===== src/rtl/atm_input_conditioner.sv =====
// Input front-end for the ATM controller: 2-FF synchronizers, per-button debounce FSMs,
// and registered one-cycle press pulses with BTN3 > BTN2 > BTN1 priority.
module atm_input_conditioner #(
    parameter int DEBOUNCE_CYCLES = 1000,
    parameter int CNT_W           = 10
) (
    input  logic       clk,
    input  logic       rst,
    input  logic       btn3_raw,
    input  logic       btn2_raw,
    input  logic       btn1_raw,
    input  logic [3:0] sw_raw,
    output logic       BTN3,
    output logic       BTN2,
    output logic       BTN1,
    output logic [3:0] SW,
    output logic [2:0] held
);

    typedef enum logic [1:0] {
        IDLE,
        PRESS_WAIT,
        HELD,
        RELEASE_WAIT
    } btn_state_t;

    localparam logic [CNT_W-1:0] CNT_MAX = CNT_W'(DEBOUNCE_CYCLES);

    logic [2:0]       btn_meta;
    logic [2:0]       btn_sync;
    logic [3:0]       sw_meta;
    logic [3:0]       sw_sync;

    btn_state_t       state      [3];
    btn_state_t       state_next [3];
    logic [CNT_W-1:0] cnt        [3];
    logic [CNT_W-1:0] cnt_next   [3];
    logic [2:0]       cand;
    logic [2:0]       held_next;

    always_ff @(posedge clk) begin
        if (!rst) begin
            btn_meta <= '0;
            btn_sync <= '0;
            sw_meta  <= '0;
            sw_sync  <= '0;
        end else begin
            btn_meta <= {btn3_raw, btn2_raw, btn1_raw};
            btn_sync <= btn_meta;
            sw_meta  <= sw_raw;
            sw_sync  <= sw_meta;
        end
    end

    assign SW = sw_sync;

    always_ff @(posedge clk) begin
        for (int unsigned i = 0; i < 3; i++) begin
            if (!rst) begin
                state[i] <= IDLE;
                cnt[i]   <= '0;
            end else begin
                state[i] <= state_next[i];
                cnt[i]   <= cnt_next[i];
            end
        end
    end

    // Counters only advance below CNT_MAX, so they saturate instead of wrapping.
    always_comb begin
        for (int unsigned i = 0; i < 3; i++) begin
            state_next[i] = state[i];
            cnt_next[i]   = cnt[i];
            case (state[i])
                IDLE: begin
                    if (btn_sync[i]) begin
                        state_next[i] = PRESS_WAIT;
                        cnt_next[i]   = CNT_W'(1);
                    end else begin
                        cnt_next[i]   = '0;
                    end
                end
                PRESS_WAIT: begin
                    if (!btn_sync[i]) begin
                        state_next[i] = IDLE;
                        cnt_next[i]   = '0;
                    end else if (cnt[i] == CNT_MAX) begin
                        state_next[i] = HELD;
                        cnt_next[i]   = '0;
                    end else if (cnt[i] < CNT_MAX) begin
                        cnt_next[i]   = cnt[i] + CNT_W'(1);
                    end
                end
                HELD: begin
                    if (!btn_sync[i]) begin
                        state_next[i] = RELEASE_WAIT;
                        cnt_next[i]   = CNT_W'(1);
                    end
                end
                RELEASE_WAIT: begin
                    if (btn_sync[i]) begin
                        state_next[i] = HELD;
                        cnt_next[i]   = '0;
                    end else if (cnt[i] == CNT_MAX) begin
                        state_next[i] = IDLE;
                        cnt_next[i]   = '0;
                    end else if (cnt[i] < CNT_MAX) begin
                        cnt_next[i]   = cnt[i] + CNT_W'(1);
                    end
                end
                default: begin
                    state_next[i] = IDLE;
                    cnt_next[i]   = '0;
                end
            endcase
        end
    end

    always_comb begin
        cand      = '0;
        held_next = '0;
        for (int unsigned i = 0; i < 3; i++) begin
            cand[i]      = (state[i] == PRESS_WAIT) && (state_next[i] == HELD);
            held_next[i] = (state_next[i] == HELD) || (state_next[i] == RELEASE_WAIT);
        end
    end

    // Losing candidates are simply dropped; their FSMs still move to HELD.
    always_ff @(posedge clk) begin
        if (!rst) begin
            BTN3 <= 1'b0;
            BTN2 <= 1'b0;
            BTN1 <= 1'b0;
            held <= '0;
        end else begin
            BTN3 <= cand[2];
            BTN2 <= cand[1] & ~cand[2];
            BTN1 <= cand[0] & ~cand[1] & ~cand[2];
            held <= held_next;
        end
    end

endmodule


===== config.mk =====
export PLATFORM = sky130hd
export DESIGN_NAME = atm_input_conditioner
export DESIGN_NICKNAME = d
export VERILOG_FILES = /design/src/rtl/atm_input_conditioner.sv
export SDC_FILE = /design/constraint.sdc
export NUM_CORES = 1
export LEC_CHECK = 0
export CORE_ASPECT_RATIO = 1.75
export CORE_UTILIZATION = 30
export CTS_BUF_LIST = sky130_fd_sc_hd__clkbuf_2 sky130_fd_sc_hd__clkbuf_4 sky130_fd_sc_hd__clkbuf_8
export CTS_CLUSTER_SIZE = 16
export DETAILED_ROUTE_END_ITERATION = 8
export GPL_TIMING_DRIVEN = 0
export PLACE_DENSITY = 0.45
export SETUP_SLACK_MARGIN = 0.05
export SLEW_MARGIN = 40
export SYNTH_ARGS = -nofsm -noshare
export SYNTH_HDL_FRONTEND = slang
export SYNTH_SLANG_ARGS = --single-unit

===== constraint.sdc =====
create_clock -name clk -period 3.6 [get_ports clk]
set_input_delay 0.54 -clock clk [delete_from_list [all_inputs] [get_ports clk]]
set_output_delay 0.54 -clock clk [all_outputs]
set_load 0.02 [all_outputs]

Word level (Yosys, flattened, before mapping)
Memories as Yosys holds them, arrays and structs flattened.
Cells that the tools add are included.

word-level totals
  register bits = 20
  bits in writable memories = 36
  input port bits = 9
  output and inout bits = 10
  logic and storage cells = 104
  memories kept = 2

memory list
  memory  words  bits a word  read ports  clocked after memory_dff  wr ports  line  text
  cnt     3      10           3           0                         3         36    logic [CNT_W-1:0] cnt [3];
  state   3      2            3           0                         3         34    btn_state_t state [3];

operators by class
  add/subtract/negate cells = 3
  order comparisons = 3
  equality and inequality tests = 18
  multiplexer cells = 50
  bitwise gates (word level) = 11
  reductions and logical operators = 9

operator list
  operator                                                         number
  10-bit two-way mux                                               18
  10-bit case mux with 4 select lines                              3
  2-bit two-way mux                                                21
  10-bit by 1-bit adder with 10-bit output, second input constant  3
  10-bit == test, second input constant                            3
  10-bit < comparator, second input constant                       3
  2-bit == test, second input constant                             12
  2-bit case mux with 4 select lines                               3
  2-bit by 1-bit == test with 1-bit output, second input constant  3
  2-bit zero test                                                  3
  1-bit bitwise OR                                                 6
  1-bit two-way mux                                                5
  1-bit AND                                                        3
  1-bit logical AND                                                3
  1-bit logical OR                                                 3
  1-bit inverter                                                   2

Longest topological paths before layout
An unclocked memory read counts as a cell.

  depth after elaboration = 10
  mapped depth = 8
  gate-level depth less buffers = 7

Worst setup path before layout
Ideal clock, no wire load.

  kind = reg2reg
  from = memory cnt[0][0]
  to = memory cnt[0][3]
  setup time = 0.069 ns
  arrival = 1.694 ns
  required time = 3.531 ns
  slack = 1.837 ns
  cell stages (with the launch flop) = 9
  path buffers = 1
  period minus slack after synthesis = 1.763 ns
  path through = dfxtp_1 > inv_1 > ha_1 > nor4bb_1 > and3_1 > or2_1 > buf_2 > or3_1 > o21ai_1

RTL lines
  what                line
  start: declaration  36

Worst setup path after layout
  from = register held[1]
  to = output held[1]

RTL lines
  what                      line  text
  start: declaration        17    output logic [2:0] held
  start signal: assignment  139   held <= held_next;

No word-level cell between the ends.

==> qor.csv <==
metric,value,unit
status,"finished, final reports clean",
setup_viol,0,
drt_iter0_markers,101,
rsz0062_at_grt,false,
synth_top_family_by_area,simple AND/OR/NAND/NOR gates,
seq_area_frac_synth,42.5,%
synthSimpleGateAreaFrac,26.6,%
peakVddDrop,153,µV
gp_congestion,0.780,
synth_compound_area_share,22.0,%
worst_slack,1.49,ns
clkSinkCount,55,
die_area,9040,µm²
async_flop_share,0,%
cts_tree,yes,
synth_top_flop_cell,dfxtp_1,
htreeDepth,2,
p_comb_share,3.5,%
dp.cells,430,
fp.coreArea,8310,µm²
overflow,0,
critPathKind,flop to output pin,
diodes,0,
place_area,2910,µm²
ant_nets,0,
slew_violations,0,
gr-usage-all-layers,13.9,%
num_vias,2183,
crit_path_end_kind,output pin,
antenna_found_initial,0,
yosys-mux-area-fraction,0.386,%
power.share.clock,35.8,%
power.switching,248,µW
clockBufferDepth,2,
die_y,125,µm
dp_worst_setup_slack,1.57,ns
worst_slew_pin_slew,0.822,ns
cts_made_buffers,5,
leakagePower,1.13,nW
grt_pass1_wl,9800,µm
cp-start-kind,flop,
grt_max_degree,19,
postCtsSetupRepairBufs,0,
yosys_warnings,0,
crit_fanout,8,
ff_latch_area,1100,µm²
synth_nets,313,
rows,44,
ioPinCount,19,
dp_hpwl,4380,µm
route.detailed.drc,0,
num-fill-cells,880,
power_density,341,nW/µm²
netSwitchingFraction,24.2,%
dieWidth,72.3,µm
clock.fmax,474,MHz
hold_violations,0,
dr.pass1.iters,4,
yosysUniqueCellTypes,51,
worstPathArrival,1.57,ns
layout.cells.non_filler,438,
cp.required,3.06,ns
cts.hold.buffers_added,0,
synthToLayoutAreaGrowth,15.7,%
totalWireLength,5900,µm
grt_pass1_vias,2099,
wl_per_cell,13.5,µm
root_buffer,clkbuf_8,
cts_resized,0,
netlist_instances,298,
finClkSkew,0.00625,ns
insertion_delay,0.32,ns
ys_ff_latch,55,
setup_tns,0,ns
portBuffers,17,
maxSlewHeadroom,45.1,%
design_area,3000,µm²
cts.clk_slew.worst_paths,0.11,ns
maxCapViolations,0,
multi_input_area,1370,µm²
seqPwrFrac,60.8,%
start_util,31.2,%
final_nets,337,
syn_area,2590,µm²
via_per_inst,4.98,
min_period,2.11,ns
syn_area_per_cell,8.70,µm²
drive_gt1_share,5.57,%
synth_xor_area_share,1.01,%
p_int,776,µW
synth-edff-count,0,
hold_class,flop to flop,
period_share,58.7,%
synthAdderAreaFrac,2.89,%
cell usage after synthesis, drive strengths merged (2+ instances only):
master   n  share of area, %
a21boi   4               1.2
a21o    11               3.2
a21oi   14               2.7
a22o     9               3.0
a31oi    5               1.2
a41oi    2              0.68
and2    21               5.2
and3     8               1.9
and4     5               1.8
buf      4               1.1
clkbuf   9               1.3
dfxtp   55                42
ha       6               2.9
inv     15               2.2
nand2   31               4.5
nand2b   3              0.72
nand3   13               2.5
nand4   11               2.7
nor2     9               1.5
nor2b    2              0.48
nor3     3              0.58
nor3b    2              0.58
nor4bb   3               1.7
o211ai   2              0.58
o21a     4               1.2
o21ai   21               4.1
o22a     3               1.0
o22ai    2              0.48
o31ai    4               1.2
or3      3              0.72
xor2     2              0.68
logic make-up after synthesis:
| kind of cell | after synthesis |
|---|---|
| flip-flops | 55 |
| multiplexers | 1 |
| adder cells (fa/ha/maj) | 6 |
| XOR/XNOR | 3 |
| buffers and inverters | 28 |
| AO/OA/AOI/OAI | 85 |
| AND/OR/NAND/NOR | 120 |
critical path: stages, from the launching register on:
cell,delay [ns]
dfxtp_1,0.50
buf_4,0.16
clkdlybuf4s50_1,0.59
placed cells by master, fill, tap and decap left out, types with 2 or more instances in the layout:
cell type	count
a31oi_1	5
nand2_1	31
and4_1	4
clkdlybuf4s50_1	17
clkbuf_1	9
clkbuf_8	5
nand2b_1	3
inv_1	15
nand4_1	11
nor2_1	7
xor2_1	2
o211ai_1	2
o22ai_1	2
nor3_1	3
a21oi_1	14
clkinv_4	2
nor2_2	2
buf_2	2
dfxtp_1	55
o31ai_1	4
o21a_1	4
or3_1	3
a22o_1	9
a41oi_1	2
ha_1	6
a21o_1	11
and2_1	20
nor2b_1	2
o22a_1	3
o21ai_1	11
and3_1	8
nand3_1	13
o21ai_0	10
nor4bb_1	2
a21boi_1	3
nor3b_1	2
registers in the layout, summed over array words and instances, names as in the netlist:
| register | cells |
|---|---|
| cnt | 30 |
| sw_meta | 4 |
| BTN3 | 1 |
| BTN1 | 1 |
| held | 3 |
| btn_meta | 3 |
| btn_sync | 3 |
| BTN2 | 1 |
| state | 5 |
| SW | 4 |
routing by layer:
layer  vias up  wire length (µm)  GRT usage (%)
met1      1013              2430           14.7
met4         0               124           6.34
met2        34              3170           25.2
met5         -                 0              0
li1       1127                 -              -
met3         9               181           3.06
cell type report:
type / count / area share (%)
Inverter: 15 / 1.88
Sequential cell: 55 / 36.7
Clock inverter: 3 / 0.834
Timing Repair Buffer: 17 / 5.67
Clock buffer: 5 / 2.29
Multi-Input combinational cell: 215 / 45.8
Buffer: 13 / 2.08
Tap cell: 115 / 4.79
through the flow:
stage	hold WS, ns	utilization, %	power (mW)
6_report	0.442	36.1	1.02
5_1_grt	0.459	36.1	1.08
4_1_cts	0.445	36.1	1.05
3_5_place_dp	0.418	35.0	0.673
3_3_place_gp	0.414	35.0	0.672
2_1_floorplan	0.412	-	0.655
power groups by stage:
stage          logic [mW]  clock network (mW)  registers, mW
2_1_floorplan      0.0178                   0          0.637
3_3_place_gp       0.0358                   0          0.637
3_5_place_dp       0.0361                   0          0.637
4_1_cts            0.0363               0.389          0.623
5_1_grt            0.0397               0.412          0.624
6_report           0.0354               0.367          0.622
worst paths after layout:
kind	to	cells past startpoint	from	slack (ns)
worst max-delay path	held[1]	2	held[1]	1.49
worst min-delay path	SW[1]	1	sw_meta[1]	0.44
worst max register to register	cnt[2][4]	8	cnt[2][0]	1.54
worst min register to register	SW[1]	1	sw_meta[1]	0.44
Note: power is estimated with default switching activity, not from simulation.
==> RTL change: new RTL, same settings <==
The parameter `CNT_W` goes from 10 to 11.
--- a/src/rtl/atm_input_conditioner.sv
+++ b/src/rtl/atm_input_conditioner.sv
@@ -4,3 +4,3 @@
     parameter int DEBOUNCE_CYCLES = 1000,
-    parameter int CNT_W           = 10
+    parameter int CNT_W           = 11
 ) (
Check against the original RTL: no difference found for any inputs over 10 cycles, from zero or initial values and one cycle with rst low; that may be too few to reach the edited logic, so the function may still have changed.
==> RTL change against the original RTL <==
Setup slack lost 0.17 ns. Synthesized cell count grew 5.7%. Total power up 29%. Via count increased by 17%. Design area up 13%. Routed wire length up 21%. First-iteration DRC count up 87%. Fmax decreased by 7.6%. Sequential cell count grew 3. Synthesized area rose by 11%. Highest routed layer unchanged.
==> RTL change: results (changes against the original RTL) <==
Worst-Margin Slew: 0.7002 ns (-0.1219 ns)
GP Congestion: 0.7530 (-3.5%)
Worst-path clk slew: 0.08 ns (-0.03 ns)
arrival time at the worst endpoint: 2.55 ns (+0.98 ns)
1st-iter DRT viols: 189 (+87%)
Post-Route Skew: 0.009761 ns (+0.003514 ns)
status: finished clean
static leakage: 1.136 nW (+0.15%)
largest net degree at the start of global routing: 13 (-6)
combinational share of power: 3.0% (-0.5 points)
Post-Syn Nets: 330 (+5.4%)
via count: 2564 (+17%)
PortBufs: 18 (+1)
HPWL Detailed: 5192 microns (+19%)
vias in the first global route: 2489 (+19%)
Synth area leaders: dfxtp_1 (40%), and2_1 (4.1%), a31oi_1 (3.3%)
global-route wire length before repair: 12160 microns (+24%)
register share of total power: 49.8% (-11 points)
share of cells above drive strength 1: 8.023% (+2.5 points)
Setup WS post-layout: 1.314 ns (-0.1743 ns)
number of CTS-inserted buffers: 9 (+4)
Max VDD drop: 0.2322 mV (+51%)
post-place setup slack: 0.9277 ns (-0.6411 ns)
WL final: 7128 microns (+21%)
reg-to-reg setup timing slack: 1.52 ns (-0.02 ns)
nets: 359 (+6.5%)
CP max stage delay: 0.62 ns (+0.03 ns)
Mapped Cells: 315 (+5.7%)
==> RTL change: final timing paths <==
check,depth (start not counted),endpoint,startpoint
hold / removal,1,btn_sync[1],btn_meta[1]
setup / recovery,4,cnt[0][1],rst
setup reg to reg,6,cnt[2][3],cnt[2][0]
hold reg to reg,1,btn_sync[1],btn_meta[1]
==> RTL change: layer usage <==
metal / track usage (%) / share of wire [%] / up-vias
li1: - / - / 1273
met1: 16.60 / 41 / 1224
met2: 27.93 / 53 / 52
met3: 3.681 / 3.2 / 15
met4: 7.265 / 2.5 / 0
met5: 0 / 0 / -
==> RTL change: cells by family after synthesis <==
group | share of synthesized area (%)
AND/OR/NAND/NOR | 24.54
AO/OA/AOI/OAI | 25.37
flip-flops | 40.45
buffers and inverters | 4.795
adder cells (fa/ha/maj) | 2.615
XOR/XNOR | 1.526
multiplexers | 0.6975
==> RTL change: cell type report <==
class | count | area (sq um) | share of cell area [%]
Clock buffer | 9 | 123.9 | 3.641
Multi-Input combinational cell | 223 | 1572 | 46.19
Inverter | 18 | 67.56 | 1.986
Clock inverter | 7 | 77.57 | 2.280
Timing Repair Buffer | 18 | 180.2 | 5.296
Tap cell | 120 | 150.1 | 4.413
Buffer | 16 | 70.07 | 2.060
Sequential cell | 58 | 1161 | 34.13
==> RTL change: stage by stage <==
stage | utilization (%) | total power, mW | instance area (sq um) | hold WS [ns]
6_report | 37.18 | 1.318 | 3402 | 0.4247
5_1_grt | 37.18 | 1.374 | 3402 | 0.4599
4_1_cts | 37.18 | 1.342 | 3402 | 0.4308
3_5_place_dp | 34.97 | 0.7116 | 3201 | 0.4223
3_3_place_gp | 34.97 | 0.7110 | 3201 | 0.4148
2_1_floorplan | - | 0.6908 | 2870 | 0.4119
